<file path="src/rtl/mu0_arb_mux.sv">
// Round-robin (or force-selected) N:1 mux into a single registered output word.
// One-cycle latency; full throughput when the sink keeps Out_Ready high.
module mu0_arb_mux #(
    parameter int WIDTH    = 12,
    parameter int CHANNELS = 4,
    localparam int CHAN_W  = $clog2(CHANNELS)
) (
    input  logic                      Clk,
    input  logic                      nReset,
    input  logic [CHANNELS*WIDTH-1:0] In_Data,
    input  logic [CHANNELS-1:0]       In_Valid,
    output logic [CHANNELS-1:0]       In_Ready,
    input  logic                      Force_En,
    input  logic [CHAN_W-1:0]         Force_Sel,
    output logic [WIDTH-1:0]          Out_Data,
    output logic [CHAN_W-1:0]         Out_Chan,
    output logic                      Out_Valid,
    input  logic                      Out_Ready
);

    typedef enum logic {EMPTY = 1'b0, FULL = 1'b1} state_t;

    state_t              state_q, state_d;
    logic [WIDTH-1:0]    out_data_q, out_data_d;
    logic [CHAN_W-1:0]   out_chan_q, out_chan_d;
    logic [CHAN_W-1:0]   last_q, last_d;
    logic                load;
    logic                gnt_any;
    logic [CHAN_W-1:0]   gnt_idx;
    logic [CHAN_W-1:0]   cand;

    assign load = (state_q == EMPTY) || Out_Ready;

    // Descending search so the nearest channel after last_q is the final winner.
    always_comb begin
        gnt_any = 1'b0;
        gnt_idx = '0;
        cand    = '0;
        if (Force_En) begin
            for (int i = 0; i < CHANNELS; i++) begin
                if (Force_Sel == CHAN_W'(i) && In_Valid[i]) begin
                    gnt_any = 1'b1;
                    gnt_idx = CHAN_W'(i);
                end
            end
        end else begin
            for (int k = CHANNELS; k >= 1; k--) begin
                cand = CHAN_W'((int'(last_q) + k) % CHANNELS);
                if (In_Valid[cand]) begin
                    gnt_any = 1'b1;
                    gnt_idx = cand;
                end
            end
        end
    end

    always_comb begin
        In_Ready = '0;
        if (load && gnt_any) begin
            In_Ready[gnt_idx] = 1'b1;
        end
    end

    always_comb begin
        state_d    = state_q;
        out_data_d = out_data_q;
        out_chan_d = out_chan_q;
        last_d     = last_q;
        if (load) begin
            if (gnt_any) begin
                state_d    = FULL;
                out_data_d = In_Data[gnt_idx*WIDTH +: WIDTH];
                out_chan_d = gnt_idx;
                last_d     = gnt_idx;
            end else begin
                state_d    = EMPTY;
            end
        end
    end

    always_ff @(posedge Clk or negedge nReset) begin
        if (!nReset) begin
            state_q    <= EMPTY;
            out_data_q <= '0;
            out_chan_q <= '0;
            last_q     <= CHAN_W'(CHANNELS - 1);
        end else begin
            state_q    <= state_d;
            out_data_q <= out_data_d;
            out_chan_q <= out_chan_d;
            last_q     <= last_d;
        end
    end

    always_comb begin
        Out_Valid = (state_q == FULL);
        Out_Data  = out_data_q;
        Out_Chan  = out_chan_q;
    end

endmodule

</file>
<file path="config.mk">
export PLATFORM = sky130hd
export DESIGN_NAME = mu0_arb_mux
export DESIGN_NICKNAME = d
export VERILOG_FILES = /design/src/rtl/mu0_arb_mux.sv
export SDC_FILE = /design/constraint.sdc
export NUM_CORES = 1
export LEC_CHECK = 0
export ABC_CLOCK_PERIOD_IN_PS = 4000
export BUFFER_PORTS_ARGS = -buffer_cell sky130_fd_sc_hd__buf_2
export CAP_MARGIN = 15
export CORE_MARGIN = 8
export CORE_UTILIZATION = 43
export CTS_CLUSTER_DIAMETER = 100
export DETAILED_ROUTE_END_ITERATION = 10
export PLACE_DENSITY_LB_ADDON = 0.08
export RECOVER_POWER = 25
export SYNTH_ARGS = -nofsm -noshare
export SYNTH_HDL_FRONTEND = slang
export SYNTH_SLANG_ARGS = --single-unit
</file>
<file path="constraint.sdc">
create_clock -name Clk -period 4 [get_ports Clk]
set_input_delay 0.6 -clock Clk [delete_from_list [all_inputs] [get_ports Clk]]
set_output_delay 0.6 -clock Clk [all_outputs]
set_load 0.01 [all_outputs]
</file>
---- Word level (Yosys, flattened, before mapping) ----
Index checks and enable logic that the tools add are counted.
word-level totals
  memory bits (writable) .................. 0
  memories kept ........................... 0
  output and inout port bits .............. 19
  logic and storage cells ................. 58
  memory bits (read-only) ................. 0
  register bits ........................... 17
  bits of input ports ..................... 58
  latch bits .............................. 0
operators by class
  reductions and logical operators ........ 9
  bitwise logic cells ..................... 1
  multiply operators ...................... 1
  eq/ne operators ......................... 3
  multiplexer cells ....................... 29
  add/sub/neg operators ................... 4
  shift-type cells ........................ 1
  magnitude comparators ................... 6
  div/mod/pow operators ................... 0
operators by type and width
  operator                                                                              count
  48-bit by 7-bit indexed part select with 12-bit output                                1
  1-bit 2-to-1 mux                                                                      16
  2-bit by 3-bit < comparator with 1-bit output (second input constant)                 5
  2-bit 2-to-1 mux                                                                      7
  1-bit binary-select mux with 2-bit select                                             4
  1-bit logical AND                                                                     6
  2-bit by 1-bit adder with 2-bit output (second input constant)                        2
  2-bit adder (second input constant)                                                   2
  2-bit equality test (second input constant)                                           2
  2-bit by 2-bit multiplier with 4-bit output (second input constant)                   1
  4-bit 2-to-1 mux                                                                      1
  1-bit demux with 2-bit select                                                         1
  2-bit by 1-bit equality test with 1-bit output (second input constant)                1
  2-bit by 1-bit greater-or-equal comparator with 1-bit output (second input constant)  1
  2-bit logical NOT                                                                     1
  2-bit AND reduction                                                                   1
  1-bit logical OR                                                                      1
  1-bit inverter                                                                        1

---- Depth between registers and ports, before layout ----
  word-level depth ........................ 13
  mapped depth ............................ 7
  mapped depth without buffers ............ 5

---- Least setup slack after synthesis ----
OpenSTA, ideal clock, no wires.
  path kind ............................... register -> output
  from .................................... reg last_q[1]
  to ...................................... out In_Ready[0]
  stages on the path, launching flop included .. 7
  path slack .............................. 1.287 ns
  required time ........................... 3.400 ns
  data arrival time ....................... 2.113 ns
  path buffers ............................ 2
  cell sequence ........................... dfstp_2 -> buf_2 -> mux2_4 -> a221oi_4 -> buf_4 -> a21oi_1 -> nor4_1
on the way
  longest elaborated chain between the ends .. 13
  elaborated cells on any way between the ends .. 29
  those cells by class .................... add/sub: 4; order compare: 2; mux: 21; reduce/logical: 2
RTL lines
  what                                                                                                                                                 line  RTL
  start, declared                                                                                                                                      26    logic [CHAN_W-1:0] last_q, last_d;
  start signal, assigned                                                                                                                               86    last_q <= CHAN_W'(CHANNELS - 1);
  start signal, assigned                                                                                                                               91    last_q <= last_d;
  2-bit by 1-bit adder with 2-bit output                                                                                                               48    cand = CHAN_W'((int'(last_q) + k) % CHANNELS);
  1-bit binary-select mux with 2-bit select                                                                                                            49    if (In_Valid[cand]) begin
  1-bit 2-to-1 mux (implied by the code)                                                                                                               49
  2-bit 2-to-1 mux (4 in a row)                                                                                                                        49
  2-bit 2-to-1 mux                                                                                                                                     39    if (Force_En) begin
  2-bit by 3-bit < comparator with 1-bit output (implied by the code) or 2-bit by 1-bit greater-or-equal comparator with 1-bit output (tied branches)  60    In_Ready[gnt_idx] = 1'b1;
  1-bit logical AND (implied by the code)                                                                                                              60
  1-bit 2-to-1 mux (implied by the code)                                                                                                               60
  1-bit demux with 2-bit select                                                                                                                        60
  4-bit 2-to-1 mux *                                                                                                                                   59    if (load && gnt_any) begin
  end, declared                                                                                                                                        12    output logic [CHANNELS-1:0] In_Ready,
Every way passes the cells marked *; elsewhere a longest branch is shown, timed or not. The select of a mux whose other input is x is not followed.

---- Worst setup path in the final report ----
Same ends and word-level chain as after synthesis.

==> results.md <==
* Status: finished, final reports clean
* Final Wtd Congestion at 0.847
* Placed instance area at 1920 sq um
* Post-CTS setup buffers at 0
* Layout cells sized above 1 at 0.453
* Clk_lat worst skew at 0.29 ns
* Mapped Nets at 233
* Sw Pwr at 287 uW
* Initial antenna violation count at 0
* Inserted Diodes at 0
* Via count at 1674
* Number of cell rows at 21
* Maximum vdd drop at 0.000129 V
* RSZ-0062 raised after global routing: false
* Unique cell type count in the Yosys netlist at 39
* Clk_skew at 0.00654 ns
* Post-route ant nets at 0
* Synthesis Warnings at 0
* DIE AREA at 5780 sq um
* Core ar. at 3390 sq um
* Critical path cell sequence: mux2_4 > a221oi_4 > a21oi_1 > nor4_1 > buf_2
* Post-CTS sizing at 0
* Starting Density at 0.457
* Area Overhead vs Synth at 26.1%
* Sw Share at 0.415
* Crit-path slowest cell: dfstp_2
* Final setup viols at 0
* Cell Area, Synth at 1550 sq um
* DP HPWL at 3.90 mm
* Ports at 77
* Root Driver: clkbuf_4
* Yosys reg bits at 17
* Non-Filler Instances at 289
* Synth area leader: dfrtp_1
* DR pass1 iterations at 6
* CTS sink cnt at 17
* # DRC at 0
* Sequential cell fraction of total power at 0.362
* Register area share after synthesis at 0.276
* Tmin final at 2.96 ns
* Hold_ws at 0.412 ns
* Post-Synthesis Cells at 175
* Static leakage at 0.000934 uW
* Final period util at 0.740
* Worst slew margin at 0.369
* Worst min-delay path category: input port to asynchronous set/reset pin
* Drt initial violations at 169
* Internal power at 404 uW
* H-tree Lvls at 1
* Critical Path Start Type: register
* Final Hold Fails at 0
* Worst EP arrival at 2.36 ns
* CTS Buf Count at 3
* Power per cell area at 354 nW/um^2
* Synth top area cells: dfrtp_1 (24%), a211oi_1 (12%), a2111oi_2 (7.8%)
* Fmax achieved at 0.338 GHz
* Synth top area share at 0.243
* Bufs on Longest Clock Path at 2
* Clock power share at 0.142
* Critical Path Sink Type: output port
* Vias/cell at 5.79
* CP max FO at 8
* Mean Syn Cell Area at 8.84 sq um
* First-pass GRT wire length at 8.27 mm
* Worst-margin pin slew at 0.947 ns
* Drt wl/cell at 16.8 um
* DRT Wirelength at 4.85 mm
* # port buffers at 76
* Worst Setup Path Type: register to output port
* Slew Limit Fails at 0
* Slowest stage delay, CP at 0.64 ns
* Combinational share of power at 0.497
* Final instance area at 1950 sq um
* Critical Path RT at 3.40 ns
* # hold bufs at CTS at 0
* TNS Setup at 0 ns
* Max capacitance violation total at 0
* DIE HEIGHT at 76.0 um
* Cells after DPL at 285
* Maximum number of pins on one net before global-route repair at 28
* Clock Pin Slew Worst Setup and Hold Paths at 0.11 ns
* R2R setup slack at 1.41 ns
* # fillers at 348
* Total GRT Usage at 0.167
* Die X at 76.0 um
* Nets at 302
* Number of global-route vias before repair at 1670
* CTS tree: done
* GRT overflow at 0
## cell usage in the layout, fill, tap and decap left out, types with 2 or more instances in the layout
master      n
a2111oi_0   4
a2111oi_2   8
a211oi_1   24
a21oi_1     3
a221oi_1   12
buf_2      75
buf_4       5
clkbuf_4    3
dfrtp_1    15
dfstp_2     2
inv_1      29
nand2_1    17
nor2_1      5
nor2b_1     2
nor3_1      3
nor4_1      2
o21ai_1     3
o31ai_1     4
o31ai_2     8
## registers in the layout, summed over array words and instances (netlist names)
signal and cells:
Out_Data 12, Out_Chan 2, last_q 2, Out_Valid 1
## worst max-delay path: cells and delay by family, from the launching register on
family | cells | cell delay (ns)
DFF | 1 | 0.64
AOI/OAI and AO/OA | 2 | 0.61
muxes | 1 | 0.33
and+or+nand+nor | 1 | 0.30
buffers and inverters | 1 | 0.18
## worst paths after layout
check	from	end	cells past startpoint
worst max register to register	last_q[1]	Out_Data[6]	6
worst min-delay path	nReset	Out_Chan[1]	1
worst min register to register	Out_Chan[0]	Out_Chan[0]	2
max in group asynchronous	nReset	Out_Data[3]	1
min in group Clk	Out_Chan[0]	Out_Chan[0]	2
worst max-delay path	last_q[1]	In_Ready[0]	5
## metrics by stage
stage                     worst slack [ns]  total power [uW]  utilization
after global placement                1.30               587        0.567
after global routing                 0.947               740        0.576
after floorplan                       1.29               482            -
final                                 1.04               691        0.576
after detailed placement              1.27               598        0.567
after CTS                             1.04               697        0.576
## cells in the mapped netlist
master / n
buf_8: 1
nor4_1: 2
o21bai_1: 1
nor2_1: 5
o21ai_1: 3
dfstp_2: 2
a2111oi_0: 4
a22oi_1: 1
a221oi_1: 12
nand3_1: 1
a221oi_4: 1
nor3_1: 3
a21o_4: 1
buf_6: 1
nand2b_1: 1
a21oi_2: 1
and3_1: 1
a21oi_1: 3
nor2b_1: 2
or3_1: 1
buf_1: 1
nand2_1: 17
a211oi_1: 24
clkbuf_1: 6
o31ai_1: 4
dfrtp_1: 15
inv_1: 29
and2b_1: 1
o31ai_2: 8
a211o_1: 1
mux2_4: 1
buf_2: 5
a2111oi_2: 8
a211oi_2: 1
or2_1: 1
mux2_2: 1
o221ai_2: 1
buf_4: 3
mux4_2: 1
## metal layers
layer | GRT usage | up-vias | share of wire
li1 | - | 804 | -
met1 | 0.243 | 771 | 0.48
met2 | 0.231 | 93 | 0.40
met3 | 0.0436 | 6 | 0.10
met4 | 0.0490 | 0 | 0.013
met5 | 0 | - | 0
## cell type report
cell class | count | area, sq um | area share
flip-flops and latches | 17 | 428 | 0.219
repair buffers | 81 | 417 | 0.213
well taps | 46 | 57.6 | 0.0295
clock inverters | 1 | 7.51 | 0.00385
multi-input cells | 112 | 911 | 0.467
clock buffers | 3 | 22.5 | 0.0115
inverters | 29 | 109 | 0.0558
## cells by family (layout without fill, tap and decap cells)
family / Yosys count / in the layout / share of synthesized area
buffers and inverters: 46 / 114 / 0.135
and+or+nand+nor: 35 / 35 / 0.103
muxes: 3 / 3 / 0.0315
DFF: 17 / 17 / 0.276
AOI/OAI and AO/OA: 74 / 74 / 0.454
## power by group through the flow
stage                     logic (uW)  registers (uW)  clock network, uW
after detailed placement         344             253                  0
final                            343             250               98.0
after CTS                        345             250                102
after floorplan                  219             263                  0
after global placement           337             250                  0
after global routing             376             255                108
(Power assumes the default switching activity.)
